$ cat src/rtl/shift_add_mult_ctrl_if.sv
// rtl/shift_add_mult_ctrl_if.sv - start/busy/done handshake and operand/product bus
//
// Groups the request side of the shift-add multiplier controller.
//   start : request a multiplication (requester -> controller)
//   a     : N-bit multiplicand (requester -> controller)
//   p     : 2N-bit product (controller -> requester)
//   busy  : controller is in LOAD, RUN or DONE
//   done  : one-cycle pulse in DONE
// modport master: the requester side; modport slave: the controller side.
interface shift_add_mult_ctrl_if #(
    parameter int N = 8
);
    logic             start;
    logic [N-1:0]     a;
    logic [2*N-1:0]   p;
    logic             busy;
    logic             done;

    modport master (
        output start,
        output a,
        input  p,
        input  busy,
        input  done
    );

    modport slave (
        input  start,
        input  a,
        output p,
        output busy,
        output done
    );
endinterface

$ cat src/rtl/shift_add_mult_ctrl.sv
// rtl/shift_add_mult_ctrl.sv - shift-add multiplier controller and product accumulator
//
// Drives a downstream right-shifting multiplier register (load and enable) and
// accumulates the shifted multiplicand whenever that register's LSB is set.
//   clk       : clock, rising edge
//   rst       : synchronous active-high reset
//   sr_lsb    : bit 0 of the downstream shift register
//   sr_load   : load pin of the shift register (loads multiplier B)
//   sr_enable : shift-enable of the shift register, one right shift per cycle
//   bus       : start/a in, p/busy/done out (shift_add_mult_ctrl_if.slave)
module shift_add_mult_ctrl #(
    parameter int N = 8
) (
    input  logic                  clk,
    input  logic                  rst,
    input  logic                  sr_lsb,
    output logic                  sr_load,
    output logic                  sr_enable,
    shift_add_mult_ctrl_if.slave  bus
);
    localparam int CW = (N > 1) ? $clog2(N) : 1;
    localparam logic [CW-1:0] CNT_LAST = CW'(N - 1);

    typedef enum logic [1:0] {
        IDLE = 2'd0,
        LOAD = 2'd1,
        RUN  = 2'd2,
        DONE = 2'd3
    } state_t;

    state_t          state;
    logic [N-1:0]    a_reg;
    logic [2*N-1:0]  acc;
    logic [CW-1:0]   cnt;
    logic [2*N-1:0]  p_reg;
    logic            busy_reg;
    logic            done_reg;

    // Multiplicand aligned to the current bit weight of B.
    logic [2*N-1:0]  addend;
    logic [2*N-1:0]  acc_next;

    assign addend   = {{N{1'b0}}, a_reg} << cnt;
    // The largest product (2^N-1)^2 fits in 2N bits, so no carry-out exists.
    assign acc_next = sr_lsb ? (acc + addend) : acc;

    assign bus.p    = p_reg;
    assign bus.busy = busy_reg;
    assign bus.done = done_reg;

    // Outputs are registered alongside the state so each one is a pure
    // function of the state held in the flops.
    always_ff @(posedge clk) begin
        if (rst) begin
            state     <= IDLE;
            a_reg     <= '0;
            acc       <= '0;
            cnt       <= '0;
            p_reg     <= '0;
            sr_load   <= 1'b0;
            sr_enable <= 1'b0;
            busy_reg  <= 1'b0;
            done_reg  <= 1'b0;
        end else begin
            case (state)
                IDLE: begin
                    if (bus.start) begin
                        a_reg    <= bus.a;
                        acc      <= '0;
                        cnt      <= '0;
                        state    <= LOAD;
                        sr_load  <= 1'b1;
                        busy_reg <= 1'b1;
                    end
                end
                LOAD: begin
                    state     <= RUN;
                    sr_load   <= 1'b0;
                    sr_enable <= 1'b1;
                end
                RUN: begin
                    acc <= acc_next;
                    cnt <= cnt + 1'b1;
                    if (cnt == CNT_LAST) begin
                        // Product includes the final add made on this edge.
                        p_reg     <= acc_next;
                        state     <= DONE;
                        sr_enable <= 1'b0;
                        done_reg  <= 1'b1;
                    end
                end
                DONE: begin
                    // start is not looked at here; a request must be seen in IDLE.
                    state    <= IDLE;
                    done_reg <= 1'b0;
                    busy_reg <= 1'b0;
                end
                default: begin
                    state     <= IDLE;
                    sr_load   <= 1'b0;
                    sr_enable <= 1'b0;
                    busy_reg  <= 1'b0;
                    done_reg  <= 1'b0;
                end
            endcase
        end
    end
endmodule

$ cat src/flat_wrapper.sv
// flat-port wrapper written by rule: the top's interface ports become plain ports
module shift_add_mult_ctrl_flat 
#(
    parameter int N = 8
)
  (clk, rst, sr_lsb, sr_load, sr_enable, bus_start, bus_a, bus_p, bus_busy, bus_done);
  shift_add_mult_ctrl_if #(.N(N)) bus_i ();
  input  logic clk;
  input  logic rst;
  input  logic sr_lsb;
  output logic sr_load;
  output logic sr_enable;
  input wire logic [$bits(bus_i.start)-1:0] bus_start;
  input wire logic [$bits(bus_i.a)-1:0] bus_a;
  output wire logic [$bits(bus_i.p)-1:0] bus_p;
  output wire logic [$bits(bus_i.busy)-1:0] bus_busy;
  output wire logic [$bits(bus_i.done)-1:0] bus_done;
  assign bus_i.start = bus_start;
  assign bus_i.a = bus_a;
  assign bus_p = bus_i.p;
  assign bus_busy = bus_i.busy;
  assign bus_done = bus_i.done;
  shift_add_mult_ctrl #(.N(N)) u_core (.clk(clk), .rst(rst), .sr_lsb(sr_lsb), .sr_load(sr_load), .sr_enable(sr_enable), .bus(bus_i));
endmodule
$ cat config.mk
export PLATFORM = sky130hd
export DESIGN_NAME = shift_add_mult_ctrl_flat
export DESIGN_NICKNAME = d
export VERILOG_FILES = /design/src/rtl/shift_add_mult_ctrl_if.sv /design/src/rtl/shift_add_mult_ctrl.sv /design/src/flat_wrapper.sv
export SDC_FILE = /design/constraint.sdc
export NUM_CORES = 1
export LEC_CHECK = 0
export ABC_AREA = 1
export CAP_MARGIN = 40
export CELL_PAD_IN_SITES_DETAIL_PLACEMENT = 0
export CELL_PAD_IN_SITES_GLOBAL_PLACEMENT = 1
export CORE_UTILIZATION = 44
export DETAILED_ROUTE_END_ITERATION = 12
export PLACE_DENSITY_LB_ADDON = 0.05
export SLEW_MARGIN = 40
export SYNTH_ARGS = -nofsm -noshare
export SYNTH_HDL_FRONTEND = slang
export SYNTH_SLANG_ARGS = --single-unit
export TNS_END_PERCENT = 100
$ cat constraint.sdc
create_clock -name clk -period 3.2 [get_ports clk]
set_clock_uncertainty 0.05 [all_clocks]
set_input_delay 0.64 -clock clk [delete_from_list [all_inputs] [get_ports clk]]
set_output_delay 0.64 -clock clk [all_outputs]
set_load 0.02 [all_outputs]
# After elaboration in Yosys (flattened, before gate mapping)
# Index checks and enable logic that the tools add are counted.
# W data, S select, Z words.
# op_classes
n_eq_ne,6
mux,15
bitwise_logic,0
div,0
add_sub_neg,2
n_reduce_logical,14
multipliers,0
n_lt_le_gt_ge,0
n_shift,1
# op_table
cell,n
$mux W16,2
$pmux W16 S2,1
$add A16 B16 Y16,1
$reduce_and A2 Y1,8
$shl A8 B3 Y16,1
$reduce_bool A2 Y1,5
$pmux W1 S2,4
$pmux W2 S4,1
$pmux W3 S2,1
$eq A2 B2 Y1 const B,2
$mux W2,2
$add A3 B1 Y3 const B,1
$eq A3 B3 Y1 const B,1
$mux W1,3
$mux W3,1
$eq A2 B1 Y1 const B,1
$logic_not A2 Y1,1
$ne A2 B1 Y1 const B,1
$ne A2 B2 Y1 const B,1
# totals
n_memories,0
latch_bits,0
input_bits,12
elab_cells,47
register_bits,49
mem_bits_rw,0
rom_bits,0
output_inout_bits,20

# Logic depth before layout (Yosys ltp)
# logic_depth
word_depth,4
ltp_mapped,18
mapped_depth_nobuf,18

# Least setup slack after synthesis
# Ideal clock, no wire load.
# synth_path
path_kind,flip-flop to flip-flop
start,register u_core.cnt[0]
end,register u_core.acc[15]
t_arrival_ps,2075
setup_ps,71
path_slack_ps,1004
path_stages_with_launch,17
path_buffers,1
period_less_slack_ps,2196
required_time_ps,3079
cell_sequence,dfxtp_1 -> buf_2 -> o21ai_0 -> o21ai_0 -> mux2i_1 -> ha_1 -> nand2_1 -> inv_2 -> a21oi_1 -> nand2_2 -> nand2_1 -> nand2_1 -> nand2_1 -> nand2_1 -> nand2_1 -> nand2_1 -> a21oi_1
# synth_via
elab_chain_len,4
# synth_lines
item,line_no,text
"start, declared",shift_add_mult_ctrl.sv:34,logic [CW-1:0] cnt;
"start signal, assigned",shift_add_mult_ctrl.sv:83,cnt <= cnt + 1'b1;
$shl A8 B3 Y16,shift_add_mult_ctrl.sv:43,"assign addend = {{N{1'b0}}, a_reg} << cnt;"
$add A16 B16 Y16,shift_add_mult_ctrl.sv:45,assign acc_next = sr_lsb ? (acc + addend) : acc;
$mux W16,shift_add_mult_ctrl.sv:45,
$pmux W16 S2,shift_add_mult_ctrl.sv:65,case (state)
"end signal, assigned",shift_add_mult_ctrl.sv:82,acc <= acc_next;
"end, declared",shift_add_mult_ctrl.sv:33,logic [2*N-1:0] acc;
# No other way between the ends.
# A chain may end at the register's enable or synchronous reset.

# Worst setup path after layout
# Ends and elaborated chain as after synthesis.

==> metrics.txt <==
outcome finished, final reports clean; Root Buffer clkbuf_8; mapped cell area 3190 µm²; period utilisation layout 89.1%; Lkg Pwr 0.00174 µW; crit path DAT 3050 ps; Setup CP Type reg -> reg; Die Y 87.1 µm; Final Hold Fails 0; CP Launch Type register; R2R Setup Slk 350 ps; Mapped Nets 525; DIE AREA 7590 µm²; Commonest cells post-synth nand2_1, inv_1, dfxtp_1, nand3_1, nor2_1; Synthesis Warnings 0; number of flops mapped to enable cells by yosys 0; Detailed Routing Iterations Pass 1 4; max_cap viols 0; CTS tree built; Resized cells post-CTS 0; vias in the first global route 2731; register bit total from synthesis 49; Synth area leader dfxtp_1; maximum vdd drop 0.348 mV; Area growth syn-to-layout 16.9%; post-route ant nets 0; chip width 87.1 µm; library cells used by synthesis 33; hold depth 2; Initial Util 46.2%; ys flop type dfxtp_1; Synth area leaders dfxtp_1, nand2_1, ha_1; dpl cells 607; Avg Cell Area, Syn 6.49 µm²; Setup violations, final 0; Worst-Skew Late Latency 310 ps; Hold Startpoint u_core.bus.p[7]; Multi-input gate area 1920 µm²; top-count cell post-synth nand2_1; Post-CTS Setup Inserts 0; top-area cell type share of the netlist area 30.8%; Crit Reg-Reg Endpoint u_core.acc[15]; RSZ-0062 raised after global routing no; placed cell area 3590 µm²; routability cong. 0.879; share of cells above drive strength 1 8.29%; max-slew violations 0; sequential share of the synthesized area 30.8%; Tmin final 2850 ps; number of placement rows 30; antenna violations before repair 0; filler instances 713; Relative slew margins 50.9%; DRC viols 0; Reg clk slew, reported paths 100 ps; CTS Buffer Depth 2; critical path endpoint category register; first-pass GRT wire length 13.1 mm; Post-Layout Cell Count 615; Cell Pwr Density 536 nW/µm²; WP data required 3400 ps; clock sinks 49; Total GRT Usage 22.7%; hold_buf cts 0; Initial DRC Count 166; Worst Hold Class reg -> reg; # IOs 32; Worst Reg-to-Reg Cells 16; Slew @ Worst Pin 736 ps; vias after detailed routing 3102; asr flop ratio synth 0%; cell count after synthesis 491; Final nets 552; FMAX 351 MHz; largest net degree at the start of global routing 31; WHS Endpoint u_core.bus.p[7]; GRT overflow 0; IO Port Bufs 31; final instance area 3730 µm²; crit path max fanout 16; Final Util 53.9%; setup TNS 0 ps; dpl hpwl 6.13 mm; # H-tree levels 2; worst r2r src u_core.cnt[0]; Core ar. 6910 µm²; Num CTS Buffers 5; ANT cells 0; final WL 7.99 mm; WL/cell 13.0 µm; average vias per placed instance 5.04; FF+latch area 981 µm²
critical path, stage by stage, from the launching register on:
cell and delay (ps):
dfxtp_1 640, inv_1 190, o21ai_0 240, mux2i_1 120
o21ai_0 260, ha_1 330, nand2_1 90, nand2_1 90
a21oi_1 170, nand2_2 90, nand2_1 60, nand2_1 80
nand2_1 60, nand2_1 50, nand2_1 80, nand2_1 50
a21oi_1 130
worst max path at each step:
stage                      to           from  cells past startpoint  slack [ps]
2_1_floorplan  u_core.acc[15]  u_core.cnt[0]                     16        1000
3_3_place_gp   u_core.acc[15]  u_core.cnt[0]                     16         430
3_5_place_dp   u_core.acc[15]  u_core.cnt[0]                     16         410
4_1_cts        u_core.acc[15]  u_core.cnt[0]                     16         390
5_1_grt        u_core.acc[15]  u_core.cnt[0]                     17          40
6_report       u_core.acc[15]  u_core.cnt[0]                     16         350
per-layer routing:
layer	GRT usage [%]	up-vias	wire (µm)
li1	-	1626	-
met1	28.3	1403	3660
met2	41.2	65	4000
met3	3.13	8	230
met4	5.66	0	94
met5	0	-	0
per-stage QoR:
stage / setup WS (ps) / hold slack (ps) / power, µW
after CTS: 393 / 408 / 2010
after global placement: 435 / 387 / 1450
after global routing: 43.0 / 419 / 2140
after floorplan: 1000 / 390 / 1270
final: 348 / 404 / 2000
after detailed placement: 409 / 390 / 1460
power by group:
| part | switching [µW] | leakage, µW | internal [µW] | total, µW |
|---|---|---|---|---|
| combinational | 458 | 0.00128 | 245 | 704 |
| sequential | 65.3 | 0.000398 | 679 | 744 |
| clock | 235 | 0.0000687 | 315 | 550 |
cell type report:
class	instances	area share, %
repair buffers	34	8.93
multi-input cells	365	51.5
inverters	63	6.35
clock buffers	5	1.85
well taps	96	3.22
clock inverters	3	1.85
flip-flops and latches	49	26.3
kinds of logic after synthesis:
logic type               share of synthesized area (%)
AO/OA/AOI/OAI                                     12.5
XOR/XNOR                                          1.65
adder cells (fa/ha/maj)                           8.87
buffers and inverters                             9.38
flip-flops                                        30.8
multiplexers                                      2.28
AND/OR/NAND/NOR                                   34.6
cell usage in the layout, fill, tap and decap left out, drive strengths merged:
cell / instances
nand2: 161
inv: 60
dfxtp: 49
nand3: 40
nor2: 37
o21ai: 33
a21oi: 33
clkdlybuf4s50: 31
ha: 21
or2: 10
xnor2: 6
mux2i: 5
clkbuf: 5
clkinv: 4
nor3: 4
nand4: 4
buf: 3
mux2: 2
a22o: 2
bufinv: 2
a31oi: 1
a221oi: 1
and2: 1
nand3b: 1
o22ai: 1
o211a: 1
fa: 1
(Power assumes the default switching activity.)
